--- config.mk ---
export PLATFORM = sky130hd
export DESIGN_NAME = serial_adder_flat
export DESIGN_NICKNAME = d
export VERILOG_FILES = /design/src/rtl/serial_adder_pkg.sv /design/src/rtl/serial_adder_if.sv /design/src/rtl/serial_adder_fa_with_ha.sv /design/src/rtl/serial_adder.sv /design/src/flat_wrapper.sv
export SDC_FILE = /design/constraint.sdc
export NUM_CORES = 1
export LEC_CHECK = 0
export ABC_AREA = 1
export BUFFER_PORTS_ARGS = -buffer_cell sky130_fd_sc_hd__clkbuf_2
export CAP_MARGIN = 5
export CELL_PAD_IN_SITES_DETAIL_PLACEMENT = 1
export CELL_PAD_IN_SITES_GLOBAL_PLACEMENT = 2
export CORE_ASPECT_RATIO = 0.9
export CORE_MARGIN = 2
export CORE_UTILIZATION = 31
export CTS_CLUSTER_SIZE = 12
export DETAILED_ROUTE_END_ITERATION = 8
export GPL_TIMING_DRIVEN = 0
export PLACE_DENSITY = 0.81
export SYNTH_ARGS = -nofsm -noshare
export SYNTH_HDL_FRONTEND = slang
export SYNTH_HIERARCHICAL = 1
export SYNTH_SLANG_ARGS = --single-unit
--- constraint.sdc ---
create_clock -name clk -period 1.3 [get_ports clk]
set_input_delay 0.26 -clock clk [delete_from_list [all_inputs] [get_ports clk]]
set_output_delay 0.26 -clock clk [all_outputs]
set_load 0.01 [all_outputs]
--- src/rtl/serial_adder_pkg.sv ---
// rtl/serial_adder_pkg.sv - shared FSM encoding and sizing helpers for serial_adder
//
// Purpose: state encoding for the bit-serial adder FSM and the bit-counter
//          width helper, imported by the interface consumers and the top.
// Ports:   none (package).
package serial_adder_pkg;

  typedef enum logic [1:0] {
    IDLE = 2'd0,
    ADD  = 2'd1,
    DONE = 2'd2
  } state_t;

  // Counter must hold 0..WIDTH-1; never narrower than one bit.
  function automatic int cnt_width(input int width);
    return (width <= 2) ? 1 : $clog2(width);
  endfunction

endpackage

--- src/rtl/serial_adder_if.sv ---
// rtl/serial_adder_if.sv - request/result bundle for serial_adder
//
// Purpose: groups the start/operand request and the busy/done/result
//          response of the serial adder.
// Signals: start, a[WIDTH], b[WIDTH], cin   (master -> slave)
//          busy, done, sum[WIDTH], cout     (slave -> master)
//          ovf                              (slave -> master, only when
//                                            SERIAL_ADDER_OVF_EN is defined)
interface serial_adder_if #(
  parameter int WIDTH = 8
);

  logic             start;
  logic [WIDTH-1:0] a;
  logic [WIDTH-1:0] b;
  logic             cin;
  logic             busy;
  logic             done;
  logic [WIDTH-1:0] sum;
  logic             cout;

`ifdef SERIAL_ADDER_OVF_EN
  logic             ovf;

  modport master (output start, a, b, cin, input busy, done, sum, cout, ovf);
  modport slave  (input start, a, b, cin, output busy, done, sum, cout, ovf);
`else
  modport master (output start, a, b, cin, input busy, done, sum, cout);
  modport slave  (input start, a, b, cin, output busy, done, sum, cout);
`endif

endinterface

--- src/rtl/serial_adder_fa_with_ha.sv ---
// rtl/serial_adder_fa_with_ha.sv - single-bit full adder built from two half adders
//
// Purpose: the shared one-bit full adder cell used by the serial adder.
// Ports:   A, B, Cin (inputs), S (sum), Cout (carry out).
module fa_with_ha (
  input  logic A,
  input  logic B,
  input  logic Cin,
  output logic S,
  output logic Cout
);

  logic ha1_s;
  logic ha1_c;
  logic ha2_c;

  // First half adder on A/B, second folds in Cin; carries are ORed.
  assign ha1_s = A ^ B;
  assign ha1_c = A & B;
  assign S     = ha1_s ^ Cin;
  assign ha2_c = ha1_s & Cin;
  assign Cout  = ha1_c | ha2_c;

endmodule

--- src/rtl/serial_adder.sv ---
// rtl/serial_adder.sv - bit-serial WIDTH-bit adder sequencing one full-adder cell
//
// Purpose: captures two operands and a carry-in on start, feeds one bit pair
//          per clock (LSB first) through fa_with_ha and shifts the sum bits
//          into a result register. done pulses WIDTH edges after acceptance.
// Ports:   clk     system clock
//          rst_n   synchronous active-low reset
//          bus     serial_adder_if.slave (start, a, b, cin / busy, done,
//                  sum, cout, and ovf when SERIAL_ADDER_OVF_EN is defined)
// Options: SERIAL_ADDER_OVF_EN adds the registered signed-overflow flag ovf.
module serial_adder
  import serial_adder_pkg::*;
#(
  parameter int WIDTH = 8
) (
  input  logic           clk,
  input  logic           rst_n,
  serial_adder_if.slave  bus
);

  localparam int CW = cnt_width(WIDTH);

  state_t           state;
  logic [WIDTH-1:0] a_sh;
  logic [WIDTH-1:0] b_sh;
  logic [WIDTH-1:0] sum_q;
  logic [CW-1:0]    cnt;
  logic             carry_q;
  logic             cout_q;
  logic             busy_q;
  logic             done_q;
  logic             fa_s;
  logic             fa_cout;
  logic             last_step;
`ifdef SERIAL_ADDER_OVF_EN
  logic             ovf_q;
`endif

  fa_with_ha u_fa (
    .A    (a_sh[0]),
    .B    (b_sh[0]),
    .Cin  (carry_q),
    .S    (fa_s),
    .Cout (fa_cout)
  );

  assign last_step = (cnt == CW'(WIDTH - 1));

  always_ff @(posedge clk) begin
    if (!rst_n) begin
      state   <= IDLE;
      a_sh    <= '0;
      b_sh    <= '0;
      sum_q   <= '0;
      cnt     <= '0;
      carry_q <= 1'b0;
      cout_q  <= 1'b0;
      busy_q  <= 1'b0;
      done_q  <= 1'b0;
`ifdef SERIAL_ADDER_OVF_EN
      ovf_q   <= 1'b0;
`endif
    end else begin
      case (state)
        // DONE accepts a new start exactly like IDLE so back-to-back
        // requests lose no cycle.
        IDLE, DONE: begin
          done_q <= 1'b0;
          if (bus.start) begin
            a_sh    <= bus.a;
            b_sh    <= bus.b;
            carry_q <= bus.cin;
            cnt     <= '0;
            busy_q  <= 1'b1;
            state   <= ADD;
          end else begin
            state <= IDLE;
          end
        end
        ADD: begin
          // LSB-first: after WIDTH shifts the first sum bit lands in sum_q[0].
          sum_q   <= {fa_s, sum_q[WIDTH-1:1]};
          carry_q <= fa_cout;
          a_sh    <= a_sh >> 1;
          b_sh    <= b_sh >> 1;
          cnt     <= cnt + 1'b1;
          if (last_step) begin
            cout_q <= fa_cout;
`ifdef SERIAL_ADDER_OVF_EN
            // Carry into the MSB differs from carry out of it on signed overflow.
            ovf_q  <= carry_q ^ fa_cout;
`endif
            busy_q <= 1'b0;
            done_q <= 1'b1;
            state  <= DONE;
          end
        end
        default: begin
          busy_q <= 1'b0;
          done_q <= 1'b0;
          state  <= IDLE;
        end
      endcase
    end
  end

  assign bus.busy = busy_q;
  assign bus.done = done_q;
  assign bus.sum  = sum_q;
  assign bus.cout = cout_q;
`ifdef SERIAL_ADDER_OVF_EN
  assign bus.ovf  = ovf_q;
`endif

endmodule

--- src/flat_wrapper.sv ---
// flat-port wrapper written by rule: the top's interface ports become plain ports
module serial_adder_flat import serial_adder_pkg::*;
#(
  parameter int WIDTH = 8
)
  (clk, rst_n, bus_start, bus_a, bus_b, bus_cin, bus_busy, bus_done, bus_sum, bus_cout);
  serial_adder_if #(.WIDTH(WIDTH)) bus_i ();
  input  logic clk;
  input  logic rst_n;
  input wire logic [$bits(bus_i.start)-1:0] bus_start;
  input wire logic [$bits(bus_i.a)-1:0] bus_a;
  input wire logic [$bits(bus_i.b)-1:0] bus_b;
  input wire logic [$bits(bus_i.cin)-1:0] bus_cin;
  output wire logic [$bits(bus_i.busy)-1:0] bus_busy;
  output wire logic [$bits(bus_i.done)-1:0] bus_done;
  output wire logic [$bits(bus_i.sum)-1:0] bus_sum;
  output wire logic [$bits(bus_i.cout)-1:0] bus_cout;
  assign bus_i.start = bus_start;
  assign bus_i.a = bus_a;
  assign bus_i.b = bus_b;
  assign bus_i.cin = bus_cin;
  assign bus_busy = bus_i.busy;
  assign bus_done = bus_i.done;
  assign bus_sum = bus_i.sum;
  assign bus_cout = bus_i.cout;
  serial_adder #(.WIDTH(WIDTH)) u_core (.clk(clk), .rst_n(rst_n), .bus(bus_i));
endmodule
==> reports/results.ini <==
[run_status]
status = finished, final reports clean

[floorplanning]
io_pins = 31
fp.dieW_um = 81.67
die-area_um2 = 6035
start_util_pct = 32.02
rows = 25
core_area_um2 = 5255
fp.dieH_um = 73.90

[final_layout]
utilization_pct = 38.64
syn_to_final_growth_pct = 20.67
layout.nets = 288
fillers = 687
final_cell_area_um2 = 2031
antenna_cells = 0
drive_gt1_share_pct = 26.04

[pwr]
ir_drop_mv = 0.4250
p_per_area_nw_per_um2 = 1203
p_leak_uw = 0.0009603

[cts]
numCtsBuffers = 5
cts_root_buf = clkbuf_8
post_cts_buffers = 0
insertion_delay_ps = 280
cts_tree = yes
clkSinkCount = 33
ctsHoldBuffers = 0
path_clk_slew_ps = 70
cts_buffer_depth = 2
ctsHtreeMaxLevel = 2

[place]
gp_congestion = 0.6835
port_buffers = 30
place_ws_ps = 13.30
place_hpwl_mm = 3.031
placed_cell_area_um2 = 1917

[timing]
rsz0062_at_grt = no
fmax_ghz = 0.8251
worst_pin_slew_ps = 363.8
tns_ps = 0
setup_viol = 0
min_period_ps = 1212
setup_ws_ps = 88.04
report.final.hold_viol_count = 0
slew_viol_final = 0
max-slew-margin-rel_pct = 75.74
post-route-period-util_pct = 93.23
skew_ps = 5.694

[logic_synthesis]
ys_warn_count = 6
yosysTopAreaCell = dfxtp_1
synth_cell_types = 22
synth_seq_cells = 33
synth_edf_count = 0
synth.yosys.seq_area_share_pct = 39.26
synth_commonest_cells = nand2_1 (39), dfxtp_1 (33), nor2_1 (33)
syn-mean-instance-area_um2 = 7.381
synthTopCellsByArea = dfxtp_1 (39%), nand2_1 (8.7%), nor2_1 (7.4%), nand3_1 (6.5%), nand3_2 (5.9%)
synth_ff_type = dfxtp_1
async_reset_ff_share_pct = 0
synth_cells = 228
synthesis.nets = 251
yosysMostFrequentCell = nand2_1
netlist.area_leader.share_pct = 39.26
syn_area_um2 = 1683

[detailed_routing]
drt_first_iter_violations = 71
wl_mm = 4.150
vias_per_cell = 4.581
route.detailed.drc = 0
wl_per_cell_um = 12.50
vias = 1521
firstDrtPassIters = 4
final_antenna_net_count = 0

[grt]
grt_pass1_vias = 1455
grt_util_met1_pct = 20.75
grtUsageMet2_pct = 25.68
gr-total-overflow = 0
grt_util_all_layers_pct = 16.07
grt_pass1_wl_mm = 7.134
antenna_found_initial = 0
grt.met3_usage_pct = 4.054
grt_max_degree = 11
busiest_layer = met2

[setup_path]
cp-start-kind = flop
rr_worst_depth = 6
required_ps = 1470
critPathCapture = u_core/b_sh[2]
cp.arrival_ps = 1380
max_stage_delay_ps = 310
path_cells = buf_6, inv_4, nand2_4, buf_4, nor3_1, nor2_1
crit_path_start = u_core/state[0]
cp_slowest_cell = dfxtp_1
r2r-end = u_core/b_sh[2]
critPathKind = flop to flop
critical_path.max_fanout = 10
r2r_start = u_core/state[0]
rrSetupSlack_ps = 90
critPathCaptureType = flop

[min_path]
hp-class = primary input to flop

[flow_run]
max_cap_viol_count = 0

-- final cells by class --
| cell class | instances | area, um^2 | area share, % |
|---|---|---|---|
| sequential | 33 | 660.6 | 32.53 |
| buffer | 13 | 120.1 | 5.915 |
| timing repair buffer | 30 | 150.1 | 7.394 |
| clock buffer | 7 | 86.33 | 4.251 |
| inverter | 35 | 136.4 | 6.716 |
| tap | 67 | 83.83 | 4.128 |
| multi-input combinational | 147 | 793.3 | 39.06 |
-- state kept, by name, indices dropped and copies added (netlist names), 2 cells and up --
register,flops
u_core/bus.sum,8
u_core/state,2
u_core/b_sh,8
u_core/a_sh,8
u_core/cnt,3
-- how the worst min path moves through the flow --
stage / endpoint / cells after the start / from
2_1_floorplan: u_core/b_sh[0] / 2 / bus_b[0]
3_3_place_gp: u_core/cnt[0] / 1 / u_core/cnt[0]
3_5_place_dp: u_core/cnt[0] / 1 / u_core/cnt[0]
4_1_cts: u_core/a_sh[2] / 3 / bus_a[2]
5_1_grt: u_core/a_sh[0] / 3 / bus_a[0]
6_report: u_core/a_sh[2] / 3 / bus_a[2]
-- per-layer routing --
metal / wire (um) / vias up / part of all wire, %
li1: - / 788 / -
met1: 2009 / 705 / 48
met2: 1929 / 22 / 46
met3: 148 / 6 / 3.6
met4: 63 / 0 / 1.5
met5: 0 / - / 0
-- metrics by stage --
step,instances,hold slack (ps),total power [uW]
2_1_floorplan,228,402.1,1517
3_3_place_gp,325,448.5,1658
3_5_place_dp,325,464.3,1673
4_1_cts,332,195.7,2474
5_1_grt,332,212.9,2627
6_report,332,205.7,2443
-- power by group --
part           switching, uW  leakage (uW)  internal (uW)
sequential              40.3      0.000272           1100
combinational            301      0.000644            211
clock                    372     0.0000443            420
total                    713      0.000960           1730
-- cells by family (layout without fill, tap and decap cells) --
kind of cell / Yosys count / after routing / share of synthesized area [%]
AOI/OAI and AO/OA: 18 / 18 / 5.353
and+or+nand+nor: 126 / 126 / 37.77
adders and majority gates: 3 / 3 / 2.676
DFF: 33 / 33 / 39.26
buffers and inverters: 48 / 85 / 14.94
-- worst max-delay path: cells and delay by family (launching register included) --
family / cells / cell delay (ps)
buffers and inverters: 3 / 440
flip-flops: 1 / 310
AND/OR/NAND/NOR: 3 / 360
-- repair_timing --
item | in CTS | in global routing
endpoints found under the setup margin | 0 | 13
hold endpoints to repair | 0 | 0
gates resized for setup | 0 | 9
-- placed cells by master (no fill, tap or decap) --
master	Yosys	layout
nand2_1	39	39
nor2_1	33	33
dfxtp_1	33	33
clkbuf_2	0	30
inv_1	23	23
nand3_1	22	22
o21ai_0	13	13
nor3_1	15	11
nand3_2	10	10
clkinv_1	10	10
buf_6	7	7
clkbuf_8	0	6
buf_4	3	5
a21oi_1	5	5
nor3_2	0	4
nand3b_1	3	3
clkbuf_1	1	2
inv_4	2	2
ha_1	2	2
nand2_4	1	1
nor2_8	1	1
nand2_8	1	1
nor2_2	1	1
fa_2	0	1
No activity file was read; power rests on OpenSTA's default activity.
